<file path="src/rtl/sm83_dma_pkg.sv">
// sm83_dma_pkg: shared types, constants and helpers for the SM83 OAM DMA arbiter.
// Contents: DMA state encoding, default register address and transfer
// parameters, IO/echo boundaries and the echo-RAM source mirroring helper.
package sm83_dma_pkg;

    localparam int unsigned ADDR_W = 16;
    localparam int unsigned DATA_W = 8;
    localparam int unsigned IDX_W  = 8;
    localparam int unsigned CNT_W  = 8;

    localparam int unsigned DMA_LEN_DEF     = 160;
    localparam int unsigned START_DELAY_DEF = 1;

    localparam logic [ADDR_W-1:0] DMA_REG_ADDR_DEF = 16'hFF46;
    localparam logic [ADDR_W-1:0] IO_BASE          = 16'hFF00;
    localparam logic [DATA_W-1:0] ECHO_BASE_HI     = 8'hE0;
    localparam logic [DATA_W-1:0] ECHO_OFFSET      = 8'h20;

    typedef enum logic [1:0] {
        IDLE   = 2'd0,
        START  = 2'd1,
        ACTIVE = 2'd2
    } dma_state_t;

    // Sources in the echo region fold back onto work RAM.
    function automatic logic [DATA_W-1:0] mirror_hi(input logic [DATA_W-1:0] hi);
        return (hi >= ECHO_BASE_HI) ? DATA_W'(hi - ECHO_OFFSET) : hi;
    endfunction

endpackage

</file>
<file path="src/rtl/sm83_dma_engine.sv">
// sm83_dma_engine: OAM DMA state machine, byte index, source page and OAM strobe.
// Ports:
//   clk, reset_n        clock, synchronous active-low reset
//   t3, t4              phase strobes (data latch / M-cycle boundary)
//   reg_wr, reg_wdata   CPU write to the DMA register, valid on t4
//   bus_din             external bus read data
//   dma_addr            source address for the current DMA M-cycle
//   dma_active          DMA owns the bus this M-cycle (registered)
//   oam_addr/din/wr     OAM write port (registered, strobe high in the t4 cycle)
//   src_hi              raw source page (only with SM83_DMA_READBACK_EN)
module sm83_dma_engine
    import sm83_dma_pkg::*;
#(
    parameter int unsigned DMA_LEN     = DMA_LEN_DEF,
    parameter int unsigned START_DELAY = START_DELAY_DEF
) (
    input  logic              clk,
    input  logic              reset_n,
    input  logic              t3,
    input  logic              t4,
    input  logic              reg_wr,
    input  logic [DATA_W-1:0] reg_wdata,
    input  logic [DATA_W-1:0] bus_din,
    output logic [ADDR_W-1:0] dma_addr,
    output logic              dma_active,
    output logic [IDX_W-1:0]  oam_addr,
    output logic [DATA_W-1:0] oam_din,
    output logic              oam_wr
`ifdef SM83_DMA_READBACK_EN
    ,
    output logic [DATA_W-1:0] src_hi
`endif
);

    localparam logic [IDX_W-1:0] LAST_IDX = IDX_W'(DMA_LEN - 1);
    localparam logic [CNT_W-1:0] DELAY_LD = CNT_W'(START_DELAY);

    dma_state_t        state_q, state_d;
    logic [IDX_W-1:0]  idx_q, idx_d;
    logic [CNT_W-1:0]  cnt_q, cnt_d;
    logic              pend_q, pend_d;
    logic [DATA_W-1:0] src_hi_q, src_hi_d;
    logic [DATA_W-1:0] eff_hi_q, eff_hi_d;
    logic              active_q, active_d;
    logic [IDX_W-1:0]  oam_addr_q, oam_addr_d;
    logic [DATA_W-1:0] oam_din_q, oam_din_d;
    logic              oam_wr_q, oam_wr_d;
    logic              launch;

    // Next-state logic. A pending start delay runs alongside an ongoing
    // transfer so a restart does not stall the old copy.
    always_comb begin
        state_d    = state_q;
        idx_d      = idx_q;
        cnt_d      = cnt_q;
        pend_d     = pend_q;
        src_hi_d   = src_hi_q;
        eff_hi_d   = eff_hi_q;
        active_d   = active_q;
        oam_addr_d = oam_addr_q;
        oam_din_d  = oam_din_q;
        oam_wr_d   = 1'b0;
        launch     = 1'b0;

        // Byte read at t3 becomes the OAM write presented during t4.
        if (t3 && (state_q == ACTIVE)) begin
            oam_wr_d   = 1'b1;
            oam_addr_d = idx_q;
            oam_din_d  = bus_din;
        end

        if (t4) begin
            if (reg_wr) begin
                src_hi_d = reg_wdata;
                if (START_DELAY == 0) begin
                    launch = 1'b1;
                end else begin
                    pend_d = 1'b1;
                    cnt_d  = DELAY_LD;
                end
            end else if (pend_q) begin
                if (cnt_q <= CNT_W'(1)) begin
                    launch = 1'b1;
                end else begin
                    cnt_d = CNT_W'(cnt_q - CNT_W'(1));
                end
            end

            if (launch) begin
                state_d  = ACTIVE;
                idx_d    = '0;
                eff_hi_d = mirror_hi(src_hi_d);
                pend_d   = 1'b0;
            end else if ((state_q == ACTIVE) && (idx_q != LAST_IDX)) begin
                idx_d = IDX_W'(idx_q + IDX_W'(1));
            end else if (pend_d) begin
                state_d = START;
            end else begin
                state_d = IDLE;
            end

            active_d = (state_d == ACTIVE);
        end
    end

    always_ff @(posedge clk) begin
        if (!reset_n) begin
            state_q    <= IDLE;
            idx_q      <= '0;
            cnt_q      <= '0;
            pend_q     <= 1'b0;
            src_hi_q   <= '0;
            eff_hi_q   <= '0;
            active_q   <= 1'b0;
            oam_addr_q <= '0;
            oam_din_q  <= '0;
            oam_wr_q   <= 1'b0;
        end else begin
            state_q    <= state_d;
            idx_q      <= idx_d;
            cnt_q      <= cnt_d;
            pend_q     <= pend_d;
            src_hi_q   <= src_hi_d;
            eff_hi_q   <= eff_hi_d;
            active_q   <= active_d;
            oam_addr_q <= oam_addr_d;
            oam_din_q  <= oam_din_d;
            oam_wr_q   <= oam_wr_d;
        end
    end

    assign dma_addr   = {eff_hi_q, idx_q};
    assign dma_active = active_q;
    assign oam_addr   = oam_addr_q;
    assign oam_din    = oam_din_q;
    assign oam_wr     = oam_wr_q;
`ifdef SM83_DMA_READBACK_EN
    assign src_hi     = src_hi_q;
`endif

endmodule

</file>
<file path="src/rtl/sm83_dma_arbiter.sv">
// sm83_dma_arbiter: owns the CPU external bus and shares it with the OAM DMA
// engine on M-cycle boundaries; blocks CPU accesses below 0xFF00 while DMA runs.
// Optional: define SM83_DMA_READBACK_EN to make the DMA register readable.
// Ports:
//   clk, reset_n                 clock, synchronous active-low reset
//   t1..t4                       one-hot phase strobes from the sequencer
//   cpu_addr/rd/wr/dout, cpu_din CPU side of the bus (cpu_din registered at t3)
//   bus_addr/rd/wr/dout, bus_din external bus (follows phase strobes)
//   oam_addr/din/wr              OAM write port driven by the DMA engine
//   dma_active                   DMA owns the external bus
module sm83_dma_arbiter
    import sm83_dma_pkg::*;
#(
    parameter int unsigned       DMA_LEN      = DMA_LEN_DEF,
    parameter logic [ADDR_W-1:0] DMA_REG_ADDR = DMA_REG_ADDR_DEF,
    parameter int unsigned       START_DELAY  = START_DELAY_DEF
) (
    input  logic              clk,
    input  logic              reset_n,
    input  logic              t1,
    input  logic              t2,
    input  logic              t3,
    input  logic              t4,
    input  logic [ADDR_W-1:0] cpu_addr,
    input  logic              cpu_rd,
    input  logic              cpu_wr,
    input  logic [DATA_W-1:0] cpu_dout,
    output logic [DATA_W-1:0] cpu_din,
    output logic [ADDR_W-1:0] bus_addr,
    output logic              bus_rd,
    output logic              bus_wr,
    output logic [DATA_W-1:0] bus_dout,
    input  logic [DATA_W-1:0] bus_din,
    output logic [IDX_W-1:0]  oam_addr,
    output logic [DATA_W-1:0] oam_din,
    output logic              oam_wr,
    output logic              dma_active
);

    logic              in_io;
    logic              reg_hit;
    logic              reg_wr;
    logic [ADDR_W-1:0] dma_addr;
    logic [DATA_W-1:0] rb_data;
    logic [DATA_W-1:0] cpu_din_q, cpu_din_d;
`ifdef SM83_DMA_READBACK_EN
    logic [DATA_W-1:0] src_hi;
`endif

    assign in_io   = (cpu_addr >= IO_BASE);
    assign reg_hit = (cpu_addr == DMA_REG_ADDR);
    assign reg_wr  = t4 && cpu_wr && reg_hit;

    sm83_dma_engine #(
        .DMA_LEN     (DMA_LEN),
        .START_DELAY (START_DELAY)
    ) u_engine (
        .clk        (clk),
        .reset_n    (reset_n),
        .t3         (t3),
        .t4         (t4),
        .reg_wr     (reg_wr),
        .reg_wdata  (cpu_dout),
        .bus_din    (bus_din),
        .dma_addr   (dma_addr),
        .dma_active (dma_active),
        .oam_addr   (oam_addr),
        .oam_din    (oam_din),
        .oam_wr     (oam_wr)
`ifdef SM83_DMA_READBACK_EN
        ,
        .src_hi     (src_hi)
`endif
    );

`ifdef SM83_DMA_READBACK_EN
    assign rb_data = src_hi;
`else
    assign rb_data = 8'hFF;
`endif

    // Bus strobes track the phase strobes directly so they line up with t1..t3.
    // Ownership only changes on t4, so it is stable across the whole M-cycle.
    always_comb begin
        bus_addr = '0;
        bus_rd   = 1'b0;
        bus_wr   = 1'b0;
        bus_dout = '0;
        if (reset_n) begin
            if (dma_active) begin
                bus_addr = dma_addr;
                bus_rd   = t1 || t2 || t3;
            end else begin
                bus_addr = cpu_addr;
                bus_dout = cpu_dout;
                if (!in_io) begin
                    bus_rd = cpu_rd && (t1 || t2 || t3);
                    bus_wr = cpu_wr && t3;
                end
            end
        end
    end

    // CPU read data: register readback, blocked read, or bus data.
    always_comb begin
        cpu_din_d = cpu_din_q;
        if (t3 && cpu_rd) begin
            if (reg_hit) begin
                cpu_din_d = rb_data;
            end else if (dma_active && !in_io) begin
                cpu_din_d = 8'hFF;
            end else begin
                cpu_din_d = bus_din;
            end
        end
    end

    always_ff @(posedge clk) begin
        if (!reset_n) begin
            cpu_din_q <= 8'hFF;
        end else begin
            cpu_din_q <= cpu_din_d;
        end
    end

    assign cpu_din = cpu_din_q;

endmodule

</file>
<file path="config.mk">
export PLATFORM = sky130hd
export DESIGN_NAME = sm83_dma_arbiter
export DESIGN_NICKNAME = d
export VERILOG_FILES = /design/src/rtl/sm83_dma_pkg.sv /design/src/rtl/sm83_dma_engine.sv /design/src/rtl/sm83_dma_arbiter.sv
export SDC_FILE = /design/constraint.sdc
export NUM_CORES = 1
export LEC_CHECK = 0
export ABC_AREA = 1
export BUFFER_PORTS_ARGS = -buffer_cell sky130_fd_sc_hd__buf_4
export CAP_MARGIN = 20
export CORE_AREA = 10 10 92 94
export DETAILED_ROUTE_END_ITERATION = 12
export DIE_AREA = 0 0 102 104
export PLACE_DENSITY = 0.76
export SYNTH_ARGS = -nofsm -noshare
export SYNTH_HDL_FRONTEND = slang
export SYNTH_SLANG_ARGS = --single-unit
</file>
<file path="constraint.sdc">
create_clock -name clk -period 1.4 [get_ports clk]
set_input_delay 0.14 -clock clk [delete_from_list [all_inputs] [get_ports clk]]
set_output_delay 0.14 -clock clk [all_outputs]
set_load 0.02 [all_outputs]
</file>
==> results of run 1 <==
flip-flops by register name, indices dropped and copies added (netlist names):
name	count
u_engine.oam_din	8
u_engine.dma_active	1
u_engine.oam_wr	1
u_engine.pend_q	1
u_engine.eff_hi_q	8
u_engine.cnt_q	8
u_engine.idx_q	8
u_engine.state_q	2
u_engine.src_hi_q	8
cpu_din	8
u_engine.oam_addr	8
Yosys cell counts (2+ instances only):
library cell / count
sky130_fd_sc_hd__nand2_1: 64
sky130_fd_sc_hd__dfxtp_1: 61
sky130_fd_sc_hd__inv_1: 56
sky130_fd_sc_hd__a21oi_1: 47
sky130_fd_sc_hd__nor2_1: 45
sky130_fd_sc_hd__o21ai_0: 35
sky130_fd_sc_hd__nand3_1: 20
sky130_fd_sc_hd__clkbuf_1: 12
sky130_fd_sc_hd__o22ai_1: 12
sky130_fd_sc_hd__inv_2: 7
sky130_fd_sc_hd__o21ai_1: 7
sky130_fd_sc_hd__nor3_1: 6
sky130_fd_sc_hd__nand3b_1: 5
sky130_fd_sc_hd__xor2_1: 5
sky130_fd_sc_hd__ha_1: 4
sky130_fd_sc_hd__nand2_2: 4
sky130_fd_sc_hd__buf_6: 3
sky130_fd_sc_hd__nand4_1: 3
sky130_fd_sc_hd__nand4_2: 3
sky130_fd_sc_hd__o21ai_2: 3
sky130_fd_sc_hd__buf_2: 2
sky130_fd_sc_hd__clkinv_1: 2
sky130_fd_sc_hd__nand2_4: 2
sky130_fd_sc_hd__nand3_4: 2
sky130_fd_sc_hd__nor2_2: 2
power breakdown:
part / internal [uW] / switching [uW] / total [uW] / leakage (uW)
registers: 1740 / 6.01 / 1750 / 0.000495
clock network: 1230 / 698 / 1930 / 0.000121
logic: 222 / 266 / 488 / 0.00148
critical path: cells and delay by family, from the launching register on:
| family | cells | cell delay, ns |
|---|---|---|
| AO/OA/AOI/OAI | 1 | 0.15 |
| adder cells (fa/ha/maj) | 1 | 0.12 |
| buffers and inverters | 2 | 0.09 |
| flip-flops | 1 | 0.37 |
| AND/OR/NAND/NOR | 6 | 0.75 |
cell families (layout without fill, tap and decap cells):
kind of cell | after synthesis | after routing
fa+ha+maj | 4 | 4
xor+xnor | 6 | 6
flops | 61 | 61
simple gates | 160 | 161
buf+inv | 83 | 228
compound gates | 106 | 106
stage by stage:
step	total power, uW	instance area (um^2)	worst slack [ns]	cells
global placement	2200	4060	-0.147	618
floorplan	1980	3040	-0.0400	420
detailed placement	2200	4060	-0.168	618
finish	4160	4870	-0.167	646
CTS	4120	4520	-0.0931	640
global route	4310	4870	-0.279	646
layout make-up:
class,count,area [um^2],area share
multi-input cells,277,1790,0.367
repair buffers,147,1250,0.257
flip-flops and latches,61,1230,0.253
inverters,65,262,0.0537
clock buffers,12,145,0.0298
well taps,80,100,0.0205
clock inverters,4,95.1,0.0195
how the worst max path moves through the flow:
stage | cells after the start | slack, ns | startpoint | to
5_1_grt | 10 | -0.28 | u_engine.cnt_q[0]$_SDFFE_PN0P_ | u_engine.idx_q[6]$_SDFFE_PN0P_
3_3_place_gp | 12 | -0.15 | cpu_addr[9] | u_engine.eff_hi_q[6]$_SDFFE_PN0P_
4_1_cts | 10 | -0.09 | u_engine.cnt_q[0]$_SDFFE_PN0P_ | u_engine.idx_q[4]$_SDFFE_PN0P_
6_report | 10 | -0.17 | u_engine.cnt_q[0]$_SDFFE_PN0P_ | u_engine.idx_q[6]$_SDFFE_PN0P_
2_1_floorplan | 4 | -0.04 | u_engine.dma_active$_SDFFE_PN0P_ | bus_addr[10]
3_5_place_dp | 11 | -0.17 | cpu_addr[7] | u_engine.eff_hi_q[6]$_SDFFE_PN0P_
metal layers:
layer  global-route usage  wire, um  vias to the layer above
met5                    0         0                        -
met4               0.0655       120                        0
met3               0.0744       892                       10
met2                0.278      4920                      107
met1                0.193      4020                     1547
li1                     -         -                     1660
repair_timing:
item                                    CTS  global route
endpoints found under the setup margin   45            58
hold endpoints to repair                  0             0
cloned                                    1             2
gates resized for setup                  61            71
buffers inserted                          5             4
pin swaps                                11            24
==> results, run 1 <==
- The fraction of registers with async set or reset after synthesis is 0.
- The hold violation total from the final report is 0.
- The first global-routing pass estimated 15.0 mm of wire.
- The share of synthesized cell area in and, or, nand and nor gates is 0.255.
- The post-synthesis xor/xnor area fraction is 0.0176.
- Data on the critical path is required at its endpoint by 1.67 ns.
- On the critical path, the stage with the largest delay is an instance of sky130_fd_sc_hd__dfxtp_4.
- For this design the static power due to leakage is between 0.002 and 0.0025 uW.
- The number of distinct library cell variants in the gate-level netlist after synthesis is 33.
- The worst hold-check slack is ~0.02 ns.
- Traced cell by cell, the critical path runs through inv_4, ha_4, inv_2, nand2_2, nand4_4, nor2_4, nand3_4, nand2_4, nand3b_1, a21oi_2.
- Synthesis produced 420 cells.
- The DRC violation total after the first TritonRoute iteration is about 150.
- The aggregate global routing overflow is 0.
- The element type at the critical path end is a register.
- The largest family of logic cells by synthesized area is simple AND/OR/NAND/NOR gates.
- For the finished layout, the period the worst path requires is ~1.6 ns.
- The number of core rows is 30.
- The arrival time reported for the critical path endpoint is about 1.8 ns.
- The worst register-to-register path has a setup slack of -0.17 ns.
- The fraction of the yosys area taken by sequential cells is 0.408.
- The checks that failed: setup timing.
- The post-synthesis area per instance is approximately 7.1 um^2.
- By startpoint and endpoint, the worst setup path is classified as reg -> reg.
- The utilization of the core after routing is 0.729.
- For this configuration, the core starts out at a cell density of 0.448.
- In the finished design, the share of the clock period the worst path needs comes to 1.12.
- The launching element type of the critical path is a register.
- After clock tree synthesis, the clock-pin slew on the worst setup and hold paths is approximately 0.070 ns.
- The number of antenna repair diodes is 0.
- The depth of the worst hold-timing path is 3.
- The number of antenna violations at the first check in global routing is 0.
- The netlist area before placement is 2990 um^2.
- The cell taking the most area after synthesis is sky130_fd_sc_hd__dfxtp_1.
- The number of global-route vias before repair is about 3200.
- The startpoint identified for the worst hold timing path is bus_din[5].
- The floorplan step set the die width to between 100 and 150 um.
- In this run the standard cell core region covers between 6000 and 7000 um^2.
- TritonCTS built the clock tree.
- Entering global routing, the biggest net connects 35 pins.
- The capture point of the worst reg-to-reg path is u_engine.idx_q[6]$_SDFFE_PN0P_.
- The register bit count reported by yosys is 61.
- The count of pins on the block boundary is 92.
- For this design, the sink count on the clock tree is between 60 and 70.
- The remaining design rule violation count is 0.
- The final critical-path setup slack is -0.167 ns.
- The via count of the routed design is roughly 3300.
- After synthesis, the share of cell area in mux cells is 0.
- After detailed routing, the average wire length per cell comes to roughly 15 um.
- The endpoint with the worst hold slack is cpu_din[5]$_SDFFE_PN1P_.
- The path class of the tightest hold or removal check is in -> reg.
- The origin of the critical flop-to-flop path is u_engine.cnt_q[0]$_SDFFE_PN0P_.
- The ratio of total power to cell area is 855 nW/um^2.
- The cell sitting at the root of the clock tree is a sky130_fd_sc_hd__clkbuf_8.
- The number of nets in the final layout is approximately 610.
- In the synthesized netlist the dominant register cell turns out to be sky130_fd_sc_hd__dfxtp_1.
- The number of enable-type register cells in the synthesized netlist is 0.
- The largest single stage delay on the critical path is 0.37 ns.
- The most common cell after layout, fill and taps aside is sky130_fd_sc_hd__buf_4.
- The relative slew slack is 0.640.
- The compound-gate portion of the synthesized area is 0.189.
- Based on the critical path, the design can be clocked at up to about 0.64 GHz.
- The area enclosed by the die boundary is between 10000 and 15000 um^2.
- The detail route stage leaves a number of antenna-violating nets equal to 0.
- Yosys printed 0 warnings.
- Routability-driven placement finished with a final weighted congestion of 0.949.
- The fraction of final layout cells sized beyond drive strength 1 is 0.452.
- The clock arrives with around 0.014 ns of skew.
- The number of port buffers is 91.
- The worst-case IR drop observed on VDD is between 500 and 600 uV.
- The synthesis-to-finish area growth is 62.9%.
- Of the total synthesized cell area, the portion taken by full adders, half adders and majority gates is 0.0167.
- Max-cap violations in this run came to 0.
- By area the synthesized netlist is led by sky130_fd_sc_hd__dfxtp_1 (41%), sky130_fd_sc_hd__nand2_1 (8.0%), sky130_fd_sc_hd__a21oi_1 (7.9%).
- The worst reg2reg path depth is 10.
- The number of H-tree branching levels is 3.
- Setup repair after global routing could not meet its margin everywhere.
- In the global route stage, overall resource usage came out at 0.172.
- The flow ran to the end, but the final reports show violations.
- Counting along the longest clock path gives a buffer depth of 2.
- Setup violations remaining at the end of the flow were counted as slightly above 40.
- The placed wire-length estimate is 6.83 mm.
- The length of the first detailed-routing pass in iterations is 4.
- The actual transition at the worst max-transition pin is between 0.5 and 0.6 ns.
- The average via count per standard cell is roughly 5.1.
- Hold repair after CTS inserted 0 buffers.
- The peak fanout along the critical path is 5.
- Setup total negative slack on the finished layout was measured at -2.62 ns.
- The number of clock buffers added by TritonCTS is 9.
- In the layout the commonest cells are sky130_fd_sc_hd__buf_4 (124), sky130_fd_sc_hd__nand2_1 (58), sky130_fd_sc_hd__dfxtp_1 (56).
- The total count of max-transition violations in the final report is 0.
- In this run the vertical extent of the chip is about 100 um.
- The number of nets in the synthesized netlist is 464.
- Counting the fill cells in the layout gives approximately 500.
- The post-detailed-routing wire length is ~10 mm.
- For the worst-skew pair, the clock arrives at the later sink with an insertion delay of about 0.35 ns.
- The share of synthesized area in the top cell type comes to 0.408.
(Power assumes the default switching activity.)
==> inputs of run 2 (changes only) <==
--- a/config.mk
+++ b/config.mk
@@ -8,10 +8,10 @@
 export ABC_AREA = 1
 export BUFFER_PORTS_ARGS = -buffer_cell sky130_fd_sc_hd__buf_4
 export CAP_MARGIN = 20
-export CORE_AREA = 10 10 92 94
+export CORE_AREA = 10 10 88 90
 export DETAILED_ROUTE_END_ITERATION = 12
-export DIE_AREA = 0 0 102 104
-export PLACE_DENSITY = 0.76
+export DIE_AREA = 0 0 98 100
+export PLACE_DENSITY = 0.8
 export SYNTH_ARGS = -nofsm -noshare
 export SYNTH_HDL_FRONTEND = slang
 export SYNTH_SLANG_ARGS = --single-unit
==> constraint.sdc (replaced) <==
create_clock -name clk -period 1.5 [get_ports clk]
set_input_delay 0.15 -clock clk [delete_from_list [all_inputs] [get_ports clk]]
set_output_delay 0.15 -clock clk [all_outputs]
set_load 0.02 [all_outputs]
==> run 2 against run 1 <==
Against the previous run: the flow still finishes with violations (setup timing); via count decreased by 3.2%; cell area decreased by 9.1%; non-clock buffer count decreased by 13; highest routed layer unchanged; fmax increased by 2.6%; register-to-register slack improved by 0.14 ns; critical path type unchanged.
==> results, run 2 (synthesis gave the netlist of run 1 again) <==
- The number of port buffers came to 91 (unchanged).
- The number of global-route vias before repair was 3124 (-3.7%).
- The area enclosed by the die boundary was 9800 um^2 (-7.6%).
- The post-placement cell area is 3990 um^2 (-1.7%).
- The peak fanout along the critical path came to 6 (+1).
- The remaining design rule violation count was 0 (unchanged).
- The ratio of total power to cell area came to 816 nW/um^2 (-4.5%).
- The arrival time reported for the critical path endpoint is 1.77 ns (-0.07 ns).
- The largest buffer count on any clock path was 2 (unchanged).
- The aggregate global routing overflow is 0 (unchanged).
- The largest net degree at the start of global routing is 36 (+2.9%).
- The count of pins on the block boundary is 92 (unchanged).
- The area of all placed cells without fillers is 4430 um^2 (-9.1%).
- The all-layer global routing usage is 0.177 (+0.00542).
- Setup repair after global routing could not meet its margin everywhere.
- The flow ran to the end, but the final reports show violations.
- The via count of the routed design is 3217 (-3.2%).
- The final reports fail on setup timing.
- The reported max-cap violation count is 0 (unchanged).
- The TritonCTS buffer count is 9 (unchanged).
- The sink count of the clock tree was 61 (unchanged).
- The clock insertion delay at the later pin of the skew report was 0.36 ns (about the same).
- The fraction of final layout cells sized beyond drive strength 1 was 0.376 (-0.0762).
- The number of nets still failing antenna checks after routing is 0 (unchanged).
- The post-detailed-routing wire length is 9.27 mm (-6.9%).
- The total area of multi-input combinational cells is 1580 um^2 (-11%).
- The CTS clock-pin slew for the worst setup and hold paths is 0.07 ns (about the same).
- The total count of max-transition violations in the final report was 0 (unchanged).
- The average via count per standard cell was 5.11 (-0.76%).
- The placed wire-length estimate is 6.67 mm (-2.3%).
- The DRC violation total after the first TritonRoute iteration is 119 (-19%).
- The length of the first detailed-routing pass in iterations came to 4 (unchanged).
- The detail-routed net length per standard cell was 14.7 um (-4.6%).
- The internal power was 2730 uW (-14%).
- The part of the cycle the worst path needs is 1.02 (-0.101).
- The final critical-path setup slack came to -0.0277 ns (+0.140 ns).
- The initial core utilization is 0.488 (+0.0401).
- The worst hold path class is in -> reg.
- The net switching component of the power is 881 uW (-9.2%).
- The hold violation total from the final report is 0 (unchanged).
- The number of antenna violations at the first check in global routing is 0 (unchanged).
- The area of the placeable core is 6130 um^2 (-8.2%).
- The number of core rows came to 29 (-3.3%).
- The routability congestion estimate is 0.939 (-1.1%).
- The relative contribution of combinational cells to total power came to 0.110 (-0.007).
- The synthesis-to-finish area growth is 48.0%.
- The utilization of the core after routing is 0.722 (-0.00732).
- The CTS tree is done.
- The portion of total power attributed to the clock network was 0.438 (-0.025).
- The number of H-tree branching levels is 3 (unchanged).
- The number of failing setup endpoints in the final timing report is 6 (-85%).
- The relative slew slack is 0.760 (+0.120).
- The actual transition at the worst max-transition pin is 0.360 ns (-0.179 ns).
- The critical path class is reg -> reg.
- The clock period minus final worst setup slack is 1.53 ns (-0.0396 ns).
- The cell chosen for the clock root is sky130_fd_sc_hd__clkbuf_8.
- The first-pass GRT wire length is 14.6 mm (-3.2%).
- The register area is 1230 um^2 (-0.30%).
- The number of antenna repair diodes is 0 (unchanged).
- STA classifies the critical path endpoint as a register.
- The setup clock skew after layout is 0.0103 ns (-0.00393 ns).
- The required time of the worst setup path was 1.74 ns (+0.07 ns).
- The cell leakage power is 0.00197 uW (-5.9%).
- The width of the chip is 98 um (-3.9%).
- The worst voltage drop across the vdd grid came to 656 uV (+20%).
- The layout filler cell count was 478 (-4.8%).
- The highest clock rate is 0.655 GHz (+2.6%).
- The switching power share of the total is 0.244 (+0.0107).
- The most common cell after layout, fill and taps aside is sky130_fd_sc_hd__buf_4.
- In the layout the commonest cells are sky130_fd_sc_hd__buf_4 (129), sky130_fd_sc_hd__nand2_1 (60), sky130_fd_sc_hd__dfxtp_1 (59).
- The height of the die is 100 um (-3.8%).
- The launching element type of the critical path is a register.
- The part of the total power dissipated in sequential elements is 0.451 (+0.031).
- The number of nets in the final layout was 592 (-2.1%).
-- run 2: cell types whose count changed in the layout (fill, tap and decap cells not counted), moves of 5 or more --
cell and delta:
sky130_fd_sc_hd__buf_6 -15, sky130_fd_sc_hd__a21oi_2 -8, sky130_fd_sc_hd__nor2_4 -9, sky130_fd_sc_hd__buf_4 +5, sky130_fd_sc_hd__nor2_1 +7, sky130_fd_sc_hd__o21ai_0 +12
sky130_fd_sc_hd__a21oi_1 +9, sky130_fd_sc_hd__o21ai_2 -11
-- run 2: final cells by class --
class                   instances  share of cell area
multi-input cells             277               0.357
flip-flops and latches         61               0.278
inverters                      65              0.0574
repair buffers                134               0.239
well taps                      77              0.0218
clock buffers                  11              0.0297
clock inverters                 5              0.0170
-- run 2: worst paths after layout --
check,from,cells past startpoint,slack (ns),endpoint
hold reg to reg,u_engine.oam_addr[1]$_SDFFE_PN0P_,2,0.44,u_engine.oam_addr[1]$_SDFFE_PN0P_
setup / recovery,u_engine.cnt_q[1]$_SDFFE_PN0P_,10,-0.03,u_engine.eff_hi_q[2]$_SDFFE_PN0P_
hold / removal,bus_din[0],3,0.02,cpu_din[0]$_SDFFE_PN1P_
setup reg to reg,u_engine.cnt_q[1]$_SDFFE_PN0P_,10,-0.03,u_engine.eff_hi_q[2]$_SDFFE_PN0P_
-- run 2: per-stage QoR --
step                      power [uW]  TNS [ns]  hold WS (ns)  setup WS (ns)  std cells
after floorplan                 1850         0         0.281         0.0437        420
after global placement          2050  -0.00885         0.375       -0.00885        608
after detailed placement        2060    -0.362         0.379        -0.0659        608
after CTS                       3620         0        0.0155        0.00149        626
after global routing            3730     -1.52        0.0141         -0.106        630
final                           3610    -0.118        0.0231        -0.0277        630
-- run 2: worst max-delay path, stage by stage, from the launching register on --
cell	delay [ns]
sky130_fd_sc_hd__dfxtp_1	0.32
sky130_fd_sc_hd__inv_2	0.09
sky130_fd_sc_hd__ha_4	0.15
sky130_fd_sc_hd__inv_2	0.03
sky130_fd_sc_hd__nand2_2	0.08
sky130_fd_sc_hd__nand4_4	0.10
sky130_fd_sc_hd__nor2_4	0.18
sky130_fd_sc_hd__nand3_4	0.14
sky130_fd_sc_hd__nand2_4	0.14
sky130_fd_sc_hd__buf_12	0.12
sky130_fd_sc_hd__o22ai_1	0.07
-- run 2: what timing repair did --
item / CTS / global route
cloned: 1 / 1
gates resized for setup: 12 / 40
endpoints found under the setup margin: 32 / 34
pin swaps: 3 / 9
hold buffers: 0 / 0
setup buffers: 1 / 3
-- run 2: per-layer routing --
metal,wire length [um],track usage,vias to the layer above
met1,3800,0.198,1459
li1,-,-,1616
met3,840,0.0790,15
met2,4470,0.289,127
met5,0,0,-
met4,154,0.0727,0
-- run 2: power groups by stage --
stage / Combinational [uW] / Clock (uW) / Sequential, uW
2_1_floorplan: 163 / 0 / 1680
3_3_place_gp: 382 / 0 / 1670
3_5_place_dp: 388 / 0 / 1670
4_1_cts: 390 / 1590 / 1630
5_1_grt: 434 / 1670 / 1630
6_report: 399 / 1580 / 1630
